==> config.mk <==
export PLATFORM = sky130hd
export DESIGN_NAME = rcv_slicer_4ask_flat
export DESIGN_NICKNAME = d
export VERILOG_FILES = /design/src/rtl/rcv_slicer_4ask_if.sv /design/src/rtl/rcv_slicer_4ask.sv /design/src/flat_wrapper.sv
export SDC_FILE = /design/constraint.sdc
export NUM_CORES = 1
export LEC_CHECK = 0
export CAP_MARGIN = 20
export CORE_ASPECT_RATIO = 0.75
export CORE_MARGIN = 5
export CORE_UTILIZATION = 54
export DETAILED_ROUTE_END_ITERATION = 10
export GPL_ROUTABILITY_DRIVEN = 1
export HOLD_SLACK_MARGIN = 0.06
export PLACE_DENSITY_LB_ADDON = 0.05
export SLEW_MARGIN = 20
export SYNTH_ARGS = -nofsm -noshare
export SYNTH_HDL_FRONTEND = slang
export SYNTH_SLANG_ARGS = --single-unit
export TNS_END_PERCENT = 1
==> constraint.sdc <==
create_clock -name sys_clk -period 6.6 [get_ports sys_clk]
set_clock_uncertainty 0.05 [all_clocks]
set_input_delay 1.32 -clock sys_clk [delete_from_list [all_inputs] [get_ports sys_clk]]
set_output_delay 1.32 -clock sys_clk [all_outputs]
set_load 0.03 [all_outputs]
==> src/rtl/rcv_slicer_4ask_if.sv <==
// Sample-in / decision-out bundle for the 4-ASK receive slicer.
// The slave modport faces the slicer; the master modport faces the sample source and decision sink.
interface rcv_slicer_4ask_if #(
  parameter int WIDTH = 18,
  parameter int SPS   = 4
);
  localparam int PW = (SPS > 1) ? $clog2(SPS) : 1;

  logic                    sam_clk_en;
  logic                    sym_clk_en;
  logic signed [WIDTH-1:0] x_in;
  logic [PW-1:0]           phase_sel;
  logic [1:0]              sym_out;
  logic                    sym_valid;
  logic signed [WIDTH-1:0] ref_level;
  logic                    ref_update;
  logic signed [WIDTH-1:0] err;

  modport slave (
    input  sam_clk_en, sym_clk_en, x_in, phase_sel,
    output sym_out, sym_valid, ref_level, ref_update, err
  );

  modport master (
    output sam_clk_en, sym_clk_en, x_in, phase_sel,
    input  sym_out, sym_valid, ref_level, ref_update, err
  );
endinterface

==> src/rtl/rcv_slicer_4ask.sv <==
// 4-ASK receive slicer: picks one sample per symbol, slices it to 2 bits and tracks 2a by block-averaging |x|.
// Define RCV_SLICER_ERR_EN to build the slicer-error datapath; otherwise err is tied to zero.
module rcv_slicer_4ask #(
  parameter int WIDTH    = 18,
  parameter int SPS      = 4,
  parameter int ACC_LOG2 = 7,
  parameter int REF_INIT = 49152
) (
  input logic              sys_clk,
  input logic              reset,
  rcv_slicer_4ask_if.slave bus
);
  localparam int PW = (SPS > 1) ? $clog2(SPS) : 1;
  localparam int AW = WIDTH + ACC_LOG2;
  localparam logic signed [WIDTH-1:0] MAX_POS = {1'b0, {(WIDTH-1){1'b1}}};
  localparam logic signed [WIDTH-1:0] MIN_NEG = {1'b1, {(WIDTH-1){1'b0}}};
  localparam logic [PW-1:0] PH_LAST      = PW'(SPS - 1);
  localparam logic [PW-1:0] PH_AFTER_SYM = (SPS > 1) ? PW'(1) : PW'(0);

  function automatic logic signed [WIDTH-1:0] sat(input logic signed [WIDTH:0] v);
    if (v[WIDTH] != v[WIDTH-1]) begin
      return v[WIDTH] ? MIN_NEG : MAX_POS;
    end
    return v[WIDTH-1:0];
  endfunction

  // Phase tracking and capture
  logic [PW-1:0]           r_phase;
  logic [PW-1:0]           w_phase;
  logic                    w_capture;
  logic signed [WIDTH-1:0] r_x_sym;
  logic                    r_cap_v;

  // The symbol strobe marks phase 0 itself, so the counter already points at phase 1 afterwards.
  assign w_phase   = bus.sym_clk_en ? PW'(0) : r_phase;
  assign w_capture = bus.sam_clk_en && (w_phase == bus.phase_sel);

  always_ff @(posedge sys_clk or posedge reset) begin
    if (reset) begin
      r_phase <= '0;
    end else if (bus.sam_clk_en) begin
      if (bus.sym_clk_en) begin
        r_phase <= PH_AFTER_SYM;
      end else if (r_phase == PH_LAST) begin
        r_phase <= '0;
      end else begin
        r_phase <= r_phase + PW'(1);
      end
    end
  end

  always_ff @(posedge sys_clk or posedge reset) begin
    if (reset) begin
      r_x_sym <= '0;
      r_cap_v <= 1'b0;
    end else begin
      r_cap_v <= w_capture;
      if (w_capture) begin
        r_x_sym <= bus.x_in;
      end
    end
  end

  // Decision datapath
  logic signed [WIDTH-1:0] r_ref;
  logic signed [WIDTH-1:0] w_ax;
  logic signed [WIDTH-1:0] w_half;
  logic signed [WIDTH-1:0] w_three;
  logic                    w_neg;
  logic                    w_outer;
  logic [1:0]              w_sym;

  assign w_neg   = r_x_sym[WIDTH-1];
  assign w_ax    = (r_x_sym == MIN_NEG) ? MAX_POS : (w_neg ? -r_x_sym : r_x_sym);
  assign w_half  = r_ref >>> 1;
  assign w_three = sat({r_ref[WIDTH-1], r_ref} + {w_half[WIDTH-1], w_half});
  assign w_outer = (w_ax >= r_ref);
  assign w_sym   = {~w_neg, w_neg ? ~w_outer : w_outer};

  // Reference estimator
  logic [AW-1:0]       r_acc;
  logic [AW-1:0]       w_acc_sum;
  logic [ACC_LOG2-1:0] r_cnt;
  logic                w_cnt_last;
  logic [1:0]          r_sym_out;
  logic                r_sym_valid;
  logic                r_ref_update;

  assign w_acc_sum  = r_acc + {{ACC_LOG2{1'b0}}, w_ax};
  assign w_cnt_last = &r_cnt;

  // The decision on an updating edge still reads the old r_ref; the new level applies next symbol.
  always_ff @(posedge sys_clk or posedge reset) begin
    if (reset) begin
      r_sym_out    <= 2'b00;
      r_sym_valid  <= 1'b0;
      r_ref        <= WIDTH'(REF_INIT);
      r_ref_update <= 1'b0;
      r_acc        <= '0;
      r_cnt        <= '0;
    end else begin
      r_sym_valid  <= r_cap_v;
      r_ref_update <= 1'b0;
      if (r_cap_v) begin
        r_sym_out <= w_sym;
        if (w_cnt_last) begin
          r_ref        <= signed'(w_acc_sum[AW-1:ACC_LOG2]);
          r_acc        <= '0;
          r_cnt        <= '0;
          r_ref_update <= 1'b1;
        end else begin
          r_acc <= w_acc_sum;
          r_cnt <= r_cnt + ACC_LOG2'(1);
        end
      end
    end
  end

  assign bus.sym_out    = r_sym_out;
  assign bus.sym_valid  = r_sym_valid;
  assign bus.ref_level  = r_ref;
  assign bus.ref_update = r_ref_update;

`ifdef RCV_SLICER_ERR_EN
  logic signed [WIDTH-1:0] w_level;
  logic signed [WIDTH:0]   w_err_wide;
  logic signed [WIDTH-1:0] r_err;

  assign w_level    = w_outer ? w_three : w_half;
  assign w_err_wide = w_neg ? ({r_x_sym[WIDTH-1], r_x_sym} + {w_level[WIDTH-1], w_level})
                            : ({r_x_sym[WIDTH-1], r_x_sym} - {w_level[WIDTH-1], w_level});

  always_ff @(posedge sys_clk or posedge reset) begin
    if (reset) begin
      r_err <= '0;
    end else if (r_cap_v) begin
      r_err <= sat(w_err_wide);
    end
  end

  assign bus.err = r_err;
`else
  assign bus.err = '0;
`endif
endmodule

==> src/flat_wrapper.sv <==
// flat-port wrapper written by rule: the top's interface ports become plain ports
module rcv_slicer_4ask_flat 
#(
  parameter int WIDTH    = 18,
  parameter int SPS      = 4,
  parameter int ACC_LOG2 = 7,
  parameter int REF_INIT = 49152
)
  (sys_clk, reset, bus_sam_clk_en, bus_sym_clk_en, bus_x_in, bus_phase_sel, bus_sym_out, bus_sym_valid, bus_ref_level, bus_ref_update, bus_err);
  rcv_slicer_4ask_if #(.WIDTH(WIDTH), .SPS(SPS)) bus_i ();
  input logic sys_clk;
  input logic reset;
  input wire logic [$bits(bus_i.sam_clk_en)-1:0] bus_sam_clk_en;
  input wire logic [$bits(bus_i.sym_clk_en)-1:0] bus_sym_clk_en;
  input wire logic [$bits(bus_i.x_in)-1:0] bus_x_in;
  input wire logic [$bits(bus_i.phase_sel)-1:0] bus_phase_sel;
  output wire logic [$bits(bus_i.sym_out)-1:0] bus_sym_out;
  output wire logic [$bits(bus_i.sym_valid)-1:0] bus_sym_valid;
  output wire logic [$bits(bus_i.ref_level)-1:0] bus_ref_level;
  output wire logic [$bits(bus_i.ref_update)-1:0] bus_ref_update;
  output wire logic [$bits(bus_i.err)-1:0] bus_err;
  assign bus_i.sam_clk_en = bus_sam_clk_en;
  assign bus_i.sym_clk_en = bus_sym_clk_en;
  assign bus_i.x_in = bus_x_in;
  assign bus_i.phase_sel = bus_phase_sel;
  assign bus_sym_out = bus_i.sym_out;
  assign bus_sym_valid = bus_i.sym_valid;
  assign bus_ref_level = bus_i.ref_level;
  assign bus_ref_update = bus_i.ref_update;
  assign bus_err = bus_i.err;
  rcv_slicer_4ask #(.WIDTH(WIDTH), .SPS(SPS), .ACC_LOG2(ACC_LOG2), .REF_INIT(REF_INIT)) u_core (.sys_clk(sys_clk), .reset(reset), .bus(bus_i));
endmodule
==> flow_metrics.tcl, run 1 <==
set metrics [dict create \
    wl_per_cell_um 16.7 \
    timing.critical_path.required_ps 6770 \
    asyncSetResetFlopFracSynth_pct 100 \
    critPathTopFamily "compound AO/OA/AOI/OAI gates" \
    worst-path-buf-inv 1 \
    worst-path-max-fanout 15 \
    final_net_count 640 \
    routed_wirelength_um 11600 \
    clock_sink_count 75 \
    root_buffer "clkbuf_16" \
    timing_max_transition_violations_final 0 \
    timing.final.hold_violations 0 \
    report.final.setup_viol 0 \
    mostFrequentLayoutCells "dfrtp_1 (73), nand2_1 (63), clkdlybuf4s50_1 (45)" \
    synthesis.yosys.warnings 0 \
    worstSetupStartpointType "flip-flop" \
    setup_tns_final_ps 0 \
    timing.max_cap.violations 0 \
    postSynth.topFlopCell "dfrtp_1" \
    ir_drop_v 0.000231 \
    drive_gt1_share_pct 9.12 \
    antenna_violations_before_repair 0 \
    io_buffer_count 45 \
    clkTransAtPathRegs_ps 60 \
    cts_repair_resize_count 0 \
    post-route-min-period_ps 4200 \
    floorplan.core_area_um2 9010 \
    cts_hold_buffers 0 \
    hold_depth 2 \
    cpPeakStageDelay_ps 510 \
    post_cts_buffers 0 \
    worst-setup-path-type "reg2reg" \
    floorplan.io_pins 64 \
    cpMostUsedCell "nand2_1" \
    regToRegEndpoint "u_core.r_acc[20]" \
    worstPathArrival_ps 4370 \
    globalRouteOverflowTotal 0 \
    die_w_um 121 \
    final_core_utilization_pct 63.8 \
    final_antenna_net_count 0 \
    area_growth_syn_to_layout_pct 15.9 \
    run_status "completed" \
    slew_headroom_pct 37.4 \
    ys_ff_latch 75 \
    cts_tree "built" \
    regToRegStartpoint "u_core.r_x_sym[0]" \
    power_per_cell_area_nw_per_um2 473 \
    route.vias.total 3963 \
    ys_seq_area_share_pct 37.9 \
    worst_path_max_delay_cell "or4_1" \
    netlist_area_um2 4960 \
    synthesis.area_per_instance_um2 9.27 \
    fin_crit_sh_pct 63.7 \
    place_congestion 0.880 \
    floorplan.initialDensity_pct 55.0 \
    mean_number_of_vias_per_cell 5.72 \
    p_leak_uw 0.00250 \
    h_tree_level_count 3 \
    drt_pre_antenna_iters 4 \
    fmax_ghz 0.238 \
    hold_end "u_core.bus.ref_level[15]" \
    synth.distinct_cells 57 \
    n_fill_cell 768 \
    clock_tree.buffer_depth 2 \
    row_count 30 \
    timing.hold.worst.class "reg2reg" \
    syn-instance-count 535 \
    grt.total_usage_pct 22.0 \
    drc 0 \
    grt_pass1_vias 3856 \
    worst-r2r-cell-count 15 \
    most_common_library_cell_in_the_layout_ignoring_fill_and_taps "dfrtp_1" \
    grt_first_pass_wirelength_um 19500 \
    rrSetupSlack_ps 2400 \
    place.detailed.hpwl_um 8680 \
    clk-insertion-delay-late_ps 340 \
    rsz0062_at_grt "no" \
    largest_net_degree_at_the_start_of_global_routing 76 \
    drt_iter0_markers 223 \
    cp_cell_sequence "inv_1 > ha_1 > nand2_1 > or4_1 > nor2b_1 > nand2_1 > nand2_1 > ha_1 > a211o_1 > a31o_2 > a31oi_2 > o22ai_1 > o21ai_1 > nor3_1 > a211o_1" \
    number_of_clock_buffers_inserted_by_tritoncts 9 \
    hold_sp "u_core.bus.ref_level[15]" \
    post_synth_edffs 0 \
    endpoint_kind "flip-flop" \
    die_y_um 93.0 \
    dieArea_um2 11200 \
    worst_slew_pin_slew_ps 939 \
    antenna_cells_inserted 0 \
]
-- Yosys cell counts, types with 6 or more instances --
| cell type | number | share of area (%) |
|---|---|---|
| inv_1 | 31 | 2.3 |
| buf_4 | 18 | 2.7 |
| nor2_1 | 29 | 2.2 |
| xnor2_1 | 20 | 3.5 |
| a21oi_1 | 26 | 2.6 |
| mux2_2 | 21 | 4.8 |
| xor2_1 | 23 | 4.1 |
| o211ai_1 | 6 | 0.91 |
| dfrtp_1 | 73 | 37 |
| o31ai_1 | 8 | 1.2 |
| clkbuf_1 | 14 | 1.1 |
| nand3_1 | 14 | 1.4 |
| nand2_1 | 64 | 4.8 |
| ha_1 | 39 | 9.8 |
| o2bb2ai_1 | 14 | 2.5 |
| o21ai_0 | 41 | 4.1 |
| a21o_1 | 10 | 1.5 |
| nand4_1 | 7 | 0.88 |
-- power by group --
part           switching, uW  internal [uW]  leakage, uW  total [uW]
combinational            848            639      0.00140        1490
clock                    197            332     0.000149         529
sequential               131            574     0.000954         705
-- worst max-delay path by stage --
stage / from / to / slack (ps) / cells past startpoint
CTS: u_core.r_x_sym[0] / u_core.r_acc[20] / 2430 / 15
detailed placement: u_core.r_x_sym[0] / u_core.r_acc[20] / 2440 / 15
finish: u_core.r_x_sym[0] / u_core.r_acc[20] / 2400 / 15
floorplan: u_core.r_x_sym[0] / u_core.r_acc[20] / 3000 / 16
global placement: u_core.r_x_sym[3] / u_core.r_acc[20] / 2650 / 14
global route: u_core.r_x_sym[0] / u_core.r_acc[20] / 2100 / 15
-- sequential cells by signal (all words and copies together), names as in the netlist --
register,cells
u_core.bus.ref_level,18
u_core.r_cnt,7
u_core.bus.sym_out,2
u_core.r_phase,2
u_core.r_cap_v,1
u_core.r_x_sym,18
u_core.bus.sym_valid,1
u_core.bus.ref_update,1
u_core.r_acc,25
-- cell families after synthesis --
| logic type | count (synthesis) | share of synthesized area, % |
|---|---|---|
| AND/OR/NAND/NOR | 151 | 14.7 |
| AO/OA/AOI/OAI | 138 | 18.3 |
| XOR/XNOR | 43 | 7.60 |
| adder cells (fa/ha/maj) | 40 | 10.2 |
| buffers and inverters | 66 | 6.38 |
| other | 1 | 0.0756 |
| flip-flops | 75 | 37.9 |
| multiplexers | 21 | 4.77 |
-- per-stage QoR --
step | cells | total power [uW] | hold slack, ps | worst slack, ps | cell area (um^2)
floorplan | 552 | 1850 | 302 | 3000 | 5020
global placement | 677 | 2140 | 416 | 2650 | 5430
detailed placement | 677 | 2170 | 430 | 2440 | 5430
CTS | 693 | 2720 | 441 | 2430 | 5750
global route | 693 | 2950 | 455 | 2100 | 5750
finish | 693 | 2720 | 438 | 2400 | 5750
-- tightest hold or removal path: cells and delay by family, from the launching register on --
kind            cells  cell delay [ps]
flops               1              370
simple gates        1               40
compound gates      1               70
-- layout make-up --
type	instances	area, um^2	area share [%]
Inverter	33	124	2.15
Multi-Input combinational cell	411	2830	49.2
Sequential cell	75	1880	32.7
Clock inverter	6	88.8	1.55
Clock buffer	10	229	3.98
Timing Repair Buffer	46	458	7.97
Tap cell	112	140	2.44
-- routing by layer --
layer | global-route usage (%) | wire length, um | vias to the layer above
met2 | 34.8 | 5330 | 104
met3 | 5.44 | 647 | 11
met4 | 4.62 | 144 | 0
met1 | 30.8 | 5430 | 1897
li1 | - | - | 1951
met5 | 0 | 0 | -
(Power assumes the default switching activity.)
==> inputs of run 2 (changes only) <==
- clock period: 6.6 -> 4 ns (I/O delays scaled with it)
==> run 2 against run 1 <==
First-iteration DRC count is 26% higher; maximum frequency is 7.8% higher; largest power group unchanged; worst setup slack worse by 2300 ps; highest routed layer unchanged.
==> flow_metrics.tcl, run 2 (synthesis gave the netlist of run 1 again) <==
set metrics [dict create \
    worst_slew_pin_slew_ps 826 \
    root_buffer "clkbuf_16" \
    row_count 30 \
    power_per_cell_area_nw_per_um2 778 \
    seq_area_um2 1880 \
    grt_first_pass_wirelength_um 19800 \
    post-route-min-period_ps 3900 \
    most_common_library_cell_in_the_layout_ignoring_fill_and_taps "dfrtp_1" \
    n_fill_cell 755 \
    largest_net_degree_at_the_start_of_global_routing 40 \
    dieArea_um2 11200 \
    ir_drop_v 0.000466 \
    mean_number_of_vias_per_cell 5.78 \
    clock_sink_count 75 \
    floorplan.core_area_um2 9010 \
    io_buffer_count 45 \
    route.vias.total 4064 \
    place_congestion 0.953 \
    p_leak_uw 0.00255 \
    worst-setup-path-type "reg2reg" \
    floorplan.io_pins 64 \
    grt.total_usage_pct 22.3 \
    timing.final.hold_violations 0 \
    rsz0062_at_grt "yes" \
    h_tree_level_count 3 \
    worstSetupStartpointType "flip-flop" \
    grt_pass1_vias 3897 \
    timing.hold.worst.class "reg2reg" \
    post_cts_buffers 0 \
    slew_headroom_pct 44.8 \
    drive_gt1_share_pct 13.0 \
    post-route-worst-setup-slack_ps 101 \
    report.final.setup_viol 0 \
    drt_pre_antenna_iters 5 \
    drt_iter0_markers 281 \
    die_y_um 93.0 \
    antenna_violations_before_repair 0 \
    fmax_ghz 0.256 \
    cp_cell_sequence "or4_1 > or4_4 > inv_2 > nand2_4 > o31ai_4 > xor2_1 > nand2_1 > ha_2 > nand4_1 > or2_2 > o22ai_2 > o21ai_2 > and3_1 > a211o_1" \
    flip_flop_count_of_the_largest_register_all_copies_and_words_added 25 \
    area_growth_syn_to_layout_pct 18.7 \
    fin_crit_sh_pct 97.5 \
    multi_input_area_um2 2910 \
    timing.critical_path.required_ps 4180 \
    run_status "completed" \
    timing_max_transition_violations_final 0 \
    antenna_cells_inserted 0 \
    clkTransAtPathRegs_ps 60 \
    floorplan.initialDensity_pct 55.0 \
    endpoint_kind "flip-flop" \
    worstPathArrival_ps 4080 \
    globalRouteOverflowTotal 0 \
    drc 0 \
    final_antenna_net_count 0 \
    setup_tns_final_ps 0 \
    timing.max_cap.violations 0 \
    mostFrequentLayoutCells "dfrtp_1 (73), nand2_1 (64), clkdlybuf4s50_1 (45)" \
    routed_wirelength_um 12200 \
    wl_per_cell_um 17.3 \
    worst-path-max-fanout 7 \
    dpl_worst_slack_ps 46.0 \
    place.detailed.hpwl_um 9070 \
    cpPeakStageDelay_ps 590 \
    final_net_count 650 \
    largest_register "u_core.r_acc" \
    worst_path_max_delay_cell "or4_1" \
    number_of_clock_buffers_inserted_by_tritoncts 9 \
    clk-insertion-delay-late_ps 340 \
    clock_tree.buffer_depth 2 \
    die_w_um 121 \
    cts_tree "built" \
]
run 2: cell count changes in the layout (fill, tap and decap cells not counted), sizes merged:
cell    previous run  this run
bufinv             2         0
clkbuf            10        12
buf                1        11
run 2: final cells by class:
class	instances	share of cell area [%]
repair buffers	56	9.27
inverters	33	2.10
well taps	112	2.38
clock inverters	4	0.553
clock buffers	12	4.36
multi-input cells	411	49.4
flip-flops and latches	75	31.9
run 2: stage by stage:
step / instances / cell area [um^2] / utilization [%] / hold WS (ps) / power (uW)
after floorplan: 552 / 5020 / - / 302 / 3060
after global placement: 687 / 5520 / 61.2 / 414 / 3610
after detailed placement: 687 / 5520 / 61.2 / 417 / 3660
after CTS: 703 / 5810 / 64.5 / 425 / 4480
after global routing: 703 / 5890 / 65.3 / 469 / 4960
final: 703 / 5890 / 65.3 / 418 / 4580
run 2: what timing repair did:
action / in CTS / in global routing
endpoints found under the setup margin: 1 / 18
resized for setup: 1 / 14
hold endpoints to repair: 0 / 0
pin swaps: 0 / 2
hold buffers: 0 / 0
run 2: where the power goes:
group / total, uW / switching [uW] / internal, uW
Combinational: 2640 / 1490 / 1150
Clock: 789 / 332 / 458
Sequential: 1150 / 201 / 948
Total: 4580 / 2030 / 2560
run 2: metal layers:
metal	routed length (um)	track usage [%]
met2	5510	34.0
met1	5820	31.5
met4	216	6.98
met5	0	0
met3	610	5.08
run 2: critical path: cells and delay by family (launching register included):
family | cells | cell delay, ps
xor+xnor | 1 | 160
compound gates | 4 | 730
flops | 1 | 410
buf+inv | 1 | 100
simple gates | 7 | 1900
fa+ha+maj | 1 | 420
run 2: path summary, 6_finish.rpt:
path | slack, ps | to | cells past startpoint | startpoint
setup / recovery | 100 | u_core.r_acc[20] | 14 | u_core.r_x_sym[3]
hold / removal | 420 | u_core.r_cnt[4] | 1 | u_core.r_cnt[4]
setup reg to reg | 100 | u_core.r_acc[20] | 14 | u_core.r_x_sym[3]
hold reg to reg | 420 | u_core.r_cnt[4] | 1 | u_core.r_cnt[4]
max in group asynchronous | 2330 | u_core.r_acc[12] | 3 | reset
min in group asynchronous | 880 | u_core.r_cap_v | 2 | reset
==> inputs of run 3 (changes only) <==
- CTS_BUF_LIST: default -> sky130_fd_sc_hd__clkbuf_4 sky130_fd_sc_hd__clkbuf_8
- DONT_BUFFER_PORTS: default -> 1
==> run 3 against run 2 <==
Maximum frequency increased by 0.11%; register-to-register slack about the same; flip-flop and latch count is the same; clock power decreased by 22%; cell count decreased by 5.8%; non-clock buffer count fell by 41; worst hold slack improved by 7.0 ps; via count is 3.0% lower; sequential share of layout area rose by 3.1 points; worst setup slack improved by 4.3 ps; routed wire length shrank 1.5%; cell area fell by 8.8%; largest power group unchanged.
==> flow_metrics.tcl, run 3 (synthesis gave the netlist of run 1 again) <==
set metrics [dict create \
    timing.hold.worst.class "reg2reg" \
    most_common_library_cell_in_the_layout_ignoring_fill_and_taps "dfrtp_1" \
    worst_slew_pin_slew_ps 930 \
    hold_sp "u_core.r_cnt[4]" \
    root_buffer "clkbuf_8" \
    timing_max_transition_violations_final 0 \
    grt_first_pass_wirelength_um 18900 \
    route.vias.total 3941 \
    clk-insertion-delay-late_ps 360 \
    area_growth_syn_to_layout_pct 8.30 \
    h_tree_level_count 3 \
    worstPathArrival_ps 4090 \
    run_status "completed" \
    timing.final.hold_violations 0 \
    worstSetupStartpointType "flip-flop" \
    critPathTopFamily "simple AND/OR/NAND/NOR gates" \
    mostFrequentLayoutCells "dfrtp_1 (73), nand2_1 (63), o21ai_0 (41)" \
    p_leak_uw 0.00236 \
    worst-path-buf-inv 1 \
    timing.critical_path.required_ps 4190 \
    dieArea_um2 11200 \
    cts_tree "built" \
    grt.total_usage_pct 21.6 \
    cp-startpoint "u_core.r_x_sym[3]" \
    routed_wirelength_um 12000 \
    cts_hold_buffers 0 \
    place.detailed.hpwl_um 9100 \
    number_of_clock_buffers_inserted_by_tritoncts 9 \
    floorplan.initialDensity_pct 55.0 \
    antenna_violations_before_repair 0 \
    slew_headroom_pct 38.0 \
    flip_flop_count_of_the_largest_register_all_copies_and_words_added 25 \
    clkTransAtPathRegs_ps 90 \
    setup_tns_final_ps 0 \
    io_buffer_count 0 \
    drc 0 \
    clock_tree.buffer_depth 2 \
    drt_pre_antenna_iters 5 \
    cp_cell_sequence "or4_1 > or4_4 > inv_2 > nand2_4 > o31ai_4 > xor2_1 > nand2_1 > ha_4 > nand4_1 > or2_2 > o22ai_2 > o21ai_2 > and3_1 > a211o_1" \
    report.final.setup_viol 0 \
    regToRegStartpoint "u_core.r_x_sym[3]" \
    fmax_ghz 0.257 \
    largest_register "u_core.r_acc" \
    antenna_cells_inserted 0 \
    drive_gt1_share_pct 14.5 \
    floorplan.io_pins 64 \
    final_net_count 609 \
    dp.cells 646 \
    cpPeakStageDelay_ps 580 \
    die_w_um 121 \
    post-route-min-period_ps 3890 \
    row_count 30 \
    grt_pass1_vias 3638 \
    mean_number_of_vias_per_cell 5.95 \
    final_antenna_net_count 0 \
    total_power_uw 4400 \
    floorplan.core_area_um2 9010 \
    fin_cells 662 \
    wl_per_cell_um 18.1 \
    globalRouteOverflowTotal 0 \
    drt_iter0_markers 266 \
    rsz0062_at_grt "yes" \
    endpoint_kind "flip-flop" \
    worst_path_max_delay_cell "or4_1" \
    ir_drop_v 0.000614 \
    place_congestion 0.904 \
    worst-setup-path-type "reg2reg" \
    power_per_cell_area_nw_per_um2 820 \
    worst-path-max-fanout 7 \
    largest_net_degree_at_the_start_of_global_routing 53 \
    timing.max_cap.violations 0 \
    clock_sink_count 75 \
    die_y_um 93.0 \
    fin_crit_sh_pct 97.4 \
]
## run 3: cell count changes in the layout (fill, tap and decap cells not counted), moves of 5 or more
cell,previous run,this run
clkdlybuf4s50_1,45,0
clkbuf_8,2,10
clkbuf_16,9,0
buf_4,10,15
## run 3: cell type report
class	instances	area [um^2]
fill	784	3640
multi-input combinational	411	2910
sequential	75	1880
clock buffer	11	145
tap	112	140
inverter	33	125
timing repair buffer	15	113
clock inverter	5	62.6
## run 3: metrics by stage
stage,instance area [um^2],utilization (%),setup WS [ps],hold WS (ps)
finish,5370,59.6,105,425
global route,5370,59.6,-65.1,442
CTS,5310,58.9,13.7,429
detailed placement,5080,56.4,-59.4,413
global placement,5080,56.4,25.5,416
floorplan,5020,-,398,302
## run 3: report_power, final
part | leakage [uW] | switching [uW] | internal [uW] | total (uW)
logic | 0.00131 | 1500 | 1130 | 2620
clock network | 0.0000992 | 299 | 314 | 613
registers | 0.000954 | 221 | 946 | 1170
total | 0.00236 | 2020 | 2390 | 4400
## run 3: worst paths after layout
| path | to | slack, ps | depth (start not counted) |
|---|---|---|---|
| max | u_core.r_acc[20] | 110 | 14 |
| min | u_core.r_cnt[4] | 420 | 1 |
| max reg2reg | u_core.r_acc[20] | 110 | 14 |
| min reg2reg | u_core.r_cnt[4] | 420 | 1 |
| max in group asynchronous | u_core.bus.ref_level[0] | 2640 | 2 |
| min in group asynchronous | u_core.r_x_sym[3] | 430 | 1 |
## run 3: what timing repair did
item,in CTS,in global routing
setup endpoints to repair,1,19
setup buffers,0,0
pin swaps,0,1
resized for setup,3,12
## run 3: routing by layer
| layer | track usage [%] | part of all wire, % | vias to the layer above | wire length (um) |
|---|---|---|---|---|
| met1 | 31.4 | 47 | 1887 | 5680 |
| met3 | 5.02 | 6.4 | 21 | 762 |
| met5 | 0 | 0 | - | 0 |
| met2 | 32.3 | 44 | 137 | 5270 |
| li1 | - | - | 1896 | - |
| met4 | 6.42 | 2.2 | 0 | 259 |
